## src/rtl/mux_seq_nw.sv

```systemverilog
// -----------------------------------------------------------------------------
// mux_seq_nw
// Registered N-channel, W-bit data selector with an active-low strobe and an
// auto-scan mode that steps through the channels with a programmable dwell.
//
// Parameters:
//   WIDTH    - bits per channel
//   CHANNELS - number of input channels (>= 2)
//   SELW     - select width (CHANNELS <= 2**SELW)
//   DWELL    - cycles spent on each channel in scan mode (>= 1)
//
// Ports:
//   clk      - clock, all state updates on the rising edge
//   reset    - synchronous, active-high reset
//   din      - packed channel inputs, channel k = din[k*WIDTH +: WIDTH]
//   sel      - channel select (direct mode) / start channel (scan entry)
//   enb_n    - active-low strobe
//   mode     - 0 = direct, 1 = scan
//   y        - registered selected data
//   y_valid  - y holds real channel data
//   y_chan   - channel that produced y
//   wrap     - one-cycle pulse on the first output of channel 0 after a
//              scan wrap from the last channel
//
// Build option:
//   MUX_HOLD_EN - when defined, y holds its last value while enb_n = 1;
//                 otherwise y is driven to 0 while not strobed.
// -----------------------------------------------------------------------------
module mux_seq_nw #(
  parameter int WIDTH    = 4,
  parameter int CHANNELS = 2,
  parameter int SELW     = 1,
  parameter int DWELL    = 1
) (
  input  logic                      clk,
  input  logic                      reset,
  input  logic [CHANNELS*WIDTH-1:0] din,
  input  logic [SELW-1:0]           sel,
  input  logic                      enb_n,
  input  logic                      mode,
  output logic [WIDTH-1:0]          y,
  output logic                      y_valid,
  output logic [SELW-1:0]           y_chan,
  output logic                      wrap
);

  localparam int DW = (DWELL > 1) ? $clog2(DWELL) : 1;
  localparam logic [SELW:0]   CH_N    = (SELW+1)'(CHANNELS);
  localparam logic [SELW-1:0] CH_LAST = SELW'(CHANNELS - 1);
  localparam logic [DW-1:0]   DW_LAST = DW'(DWELL - 1);

  typedef enum logic {S_DIRECT = 1'b0, S_SCAN = 1'b1} state_t;

  state_t          state;
  logic [SELW-1:0] ch;
  logic [DW-1:0]   dwell_cnt;
  // Set when the scan has just advanced from the last channel to 0, so the
  // wrap pulse lines up with the first output of channel 0, not the last
  // output of the final channel.
  logic            wrap_pend;

  logic            entry;
  logic            in_range;
  logic [SELW-1:0] scan_ch;
  logic [DW-1:0]   scan_dw;
  logic [SELW-1:0] pick_ch;
  logic [WIDTH-1:0] pick_data;

  // NOTE: every always_comb output gets a default first so no latch is inferred.
  always_comb begin
    entry     = (state == S_DIRECT) && mode;
    in_range  = {1'b0, sel} < CH_N;
    // On the entry edge the output already comes from the freshly loaded
    // channel, and that edge counts as the first dwell cycle.
    scan_ch   = entry ? (in_range ? sel : '0) : ch;
    scan_dw   = entry ? '0 : dwell_cnt;
    pick_ch   = mode ? scan_ch : sel;
    pick_data = '0;
    for (int k = 0; k < CHANNELS; k++) begin
      if (pick_ch == SELW'(k)) pick_data = din[k*WIDTH +: WIDTH];
    end
  end

  // NOTE: sequential state uses non-blocking assignments only; later
  // assignments in this block deliberately override earlier ones.
  always_ff @(posedge clk) begin
    if (reset) begin
      state     <= S_DIRECT;
      ch        <= '0;
      dwell_cnt <= '0;
      wrap_pend <= 1'b0;
      y         <= '0;
      y_valid   <= 1'b0;
      y_chan    <= '0;
      wrap      <= 1'b0;
    end else begin
      state <= mode ? S_SCAN : S_DIRECT;

      // Entry load happens even when not strobed.
      if (entry) begin
        ch        <= scan_ch;
        dwell_cnt <= '0;
        wrap_pend <= 1'b0;
      end
      if (!mode) wrap_pend <= 1'b0;

      if (enb_n) begin
        // Counters freeze, y_chan holds.
        y_valid <= 1'b0;
        wrap    <= 1'b0;
`ifdef MUX_HOLD_EN
        y <= y;
`else
        y <= '0;
`endif
      end else if (mode) begin
        y       <= pick_data;
        y_chan  <= scan_ch;
        y_valid <= 1'b1;
        wrap    <= wrap_pend;
        if (scan_dw == DW_LAST) begin
          dwell_cnt <= '0;
          if (scan_ch == CH_LAST) begin
            ch        <= '0;
            wrap_pend <= 1'b1;
          end else begin
            ch        <= scan_ch + 1'b1;
            wrap_pend <= 1'b0;
          end
        end else begin
          dwell_cnt <= scan_dw + 1'b1;
          ch        <= scan_ch;
          wrap_pend <= 1'b0;
        end
      end else begin
        y       <= in_range ? pick_data : '0;
        y_valid <= in_range;
        y_chan  <= sel;
        wrap    <= 1'b0;
      end
    end
  end

endmodule

```

## config.mk

```make
export PLATFORM = sky130hd
export DESIGN_NAME = mux_seq_nw
export DESIGN_NICKNAME = d
export VERILOG_FILES = /design/src/rtl/mux_seq_nw.sv
export SDC_FILE = /design/constraint.sdc
export NUM_CORES = 1
export LEC_CHECK = 0
export BUFFER_PORTS_ARGS = -buffer_cell sky130_fd_sc_hd__buf_2
export CAP_MARGIN = 10
export CORE_AREA = 2 2 39 41
export DETAILED_ROUTE_END_ITERATION = 16
export DIE_AREA = 0 0 41 43
export RECOVER_POWER = 25
export SLEW_MARGIN = 40
export SYNTH_ARGS = -nofsm -noshare
export SYNTH_HDL_FRONTEND = slang
export SYNTH_SLANG_ARGS = --single-unit
```

## constraint.sdc

```tcl
create_clock -name clk -period 3.7 [get_ports clk]
set_input_delay 0 -clock clk [delete_from_list [all_inputs] [get_ports clk]]
set_output_delay 0 -clock clk [all_outputs]
set_load 0.005 [all_outputs]
```

==> results.toml <==
[clocking]
cts_resized = 0
postCtsSetupRepairBufs = 0
ctsHoldBuffers = 9
clk_latency_ns = 0.26
cts-root-buf = "clkbuf_4"
cts_max_level = 1
cts_buffer_depth = 2
clk_pin_slew_ns = 0.07
cts_tree = "done"
cts_sinks = 11
cts_inserted_buffers = 3

[worst_setup_path]
worstSetupStartpointType = "flip-flop"
path_delay_family = "flip-flops"
r2r_setup_slack_ns = 2.18
reg2reg_depth = 6
crit_buf_inv = 1
crit_chain = "nand2b_1 -> mux2i_1 -> inv_1 -> ha_1 -> nor2_1 -> a211oi_2"
required_ns = 3.85
path_max_fanout = 6
critPathKind = "reg2reg"
cp_slowest_cell = "dfxtp_1"
cpPeakStageDelay_ns = 0.42
arrival_ns = 1.66
timing.rr.end = "ch$_SDFF_PP0_"
critical_path.endpoint_type = "flip-flop"
r2r-start = "state$_SDFF_PP0_"

[die]
num_rows = 14
die_h_um = 43
initial_core_util_pct = 35.4
num_io_pins = 20
core_um2 = 1380
die_w_um = 41
die_area_um2 = 1760

[min_path]
hp-start = "enb_n"
hold_path_class = "in2reg"
worstHoldPathCells = 2
hold_path_end = "y_valid$_SDFF_PP0_"

[global_routing]
grt_max_degree = 8
antenna_found_initial = 0
grt_pass1_vias = 375
overflow = 0
grt_pass1_wl_um = 1410
grt_util_all_layers_pct = 12.1

[power_and_ir_drop]
switching_share_pct = 23.8
ir_worst_vdd_mv = 0.176
leakage_nw = 0.320
p_switching_mw = 0.0590
combinationalPowerShare_pct = 16.8
internal-power_mw = 0.189
power_mw = 0.248
clock_power_share_pct = 32.3
powerDensity_nw_per_um2 = 345
pwr-share-seq_pct = 51.0

[final_layout]
layout.nets = 92
n_antenna_cell = 0
register_area_um2 = 220
multi_input_area_um2 = 264
final_layout_size_suffix_gt1_share_pct = 44.2
fillers = 139
area_delta_synth_final_pct = 46.2

[sta]
setup_viol = 0
max_freq_mhz = 659
setup_tns_ns = 0
maxSlewViolCount = 0
timing.final.hold_violations = 0
max-slew-margin-rel_pct = 76.2
max_slew.worst_pin.slew_ns = 0.355
holdWs_ns = 0.0407
rsz0062_at_grt = "no"
period_minus_slack_ns = 1.52
fin_crit_sh_pct = 41.0
layout_setup_ws_ns = 2.18
fin_skew_ns = 0.000886

[synthesis]
syn_avg_cell_area_um2 = 10.9
yosysMostFrequentCell = "dfxtp_1"
yosysTopAreaCell = "dfxtp_1"
yosysWarningCount = 0
syn-num-nets = 59
synthTopCellsByArea = "dfxtp_1 45%, a21boi_2 11%, o21ai_2 7.1%"
synth_area_um2 = 490
synth_cell_types = 19
synth_cells = 45
yosys-top-cells-count = "11 x dfxtp_1, 6 x nand3_1, 5 x a21boi_2"
synth-edff-count = 0
synth_top_area_share_pct = 44.9
synth_top_flop_cell = "dfxtp_1"
ys_ff_latch = 11
seq_area_frac_synth_pct = 44.9
ys_async_sr_fraction_pct = 0

[detailed_routing]
drcViolationCount = 0
dr.pass1.iters = 4
wl_per_cell_um = 9.92
detail_route.iter0.violations = 8
wirelength_um = 923
vias = 436
vias_per_cell = 4.69
ant_nets = 0

[flow_run]
max_cap_violations = 0

[placed_design]
dp_slack_ns = 2.20
gp_congestion = 0.661
io_buffers = 19

[status]
status = "finished, final reports clean"
[per-stage QoR]
stage,instance area (um^2),util [%],cells
after detailed placement,606,43.8,80
final,717,51.8,93
after CTS,722,52.2,93
after floorplan,490,-,45
after global routing,717,51.8,93
after global placement,606,43.8,80
[final cells by class]
class | count | share of cell area (%)
multi-input cells | 33 | 36.8
flip-flops and latches | 11 | 30.7
repair buffers | 28 | 25.5
inverters | 1 | 0.524
clock buffers | 4 | 3.66
well taps | 16 | 2.79
[logic make-up after synthesis]
logic type	Yosys count	share of synthesized area (%)
muxes	1	2.04
AOI/OAI and AO/OA	12	24.7
adders and majority gates	1	2.55
DFF	11	44.9
buffers and inverters	1	0.765
and+or+nand+nor	19	25.0
[power groups by stage]
stage               combinational (mW)  clock (mW)  sequential (mW)
detailed placement              0.0358           0            0.129
floorplan                       0.0199           0            0.129
global placement                0.0353           0            0.129
global route                    0.0462      0.0912            0.127
CTS                             0.0427      0.0842            0.126
finish                          0.0415      0.0799            0.126
[worst register-to-register path, delay by kind of cell, from the launching register on]
kind	cells	cell delay [ns]
buffers and inverters	1	0.08
adders and majority gates	1	0.29
AOI/OAI and AO/OA	1	0.06
and+or+nand+nor	2	0.30
muxes	1	0.26
DFF	1	0.42
[sequential cells by signal, summed over array words and instances, names as in the netlist]
register,count
state,1
wrap,1
ch,1
dwell_cnt,1
y,4
wrap_pend,1
y_chan,1
y_valid,1
[cell usage in the layout (no fill, tap or decap), drive strengths merged, types with 2 or more instances in the layout]
cell and instances:
nand3 6, buf 17, nor2b 2, a21boi 6, clkbuf 6, dlygate4sd3 9
o21ai 4, dfxtp 11, nor3 2, nor2 2, nand2b 3
[layer usage]
metal	wire (um)	vias to the layer above	GRT usage, %
met5	0	-	0
met4	0	0	8.00
met3	78	0	4.71
met2	413	16	17.8
met1	431	195	13.7
li1	-	225	-
[worst max path at each step]
stage	start	end	slack, ns	depth (start not counted)
after floorplan	state$_SDFF_PP0_	ch$_SDFF_PP0_	2.29	6
after global placement	state$_SDFF_PP0_	ch$_SDFF_PP0_	2.25	6
after detailed placement	state$_SDFF_PP0_	ch$_SDFF_PP0_	2.20	6
after CTS	state$_SDFF_PP0_	y[0]$_SDFF_PP0_	2.18	4
after global routing	state$_SDFF_PP0_	ch$_SDFF_PP0_	2.06	6
final	state$_SDFF_PP0_	ch$_SDFF_PP0_	2.18	6
Note: power is estimated with default switching activity, not from simulation.
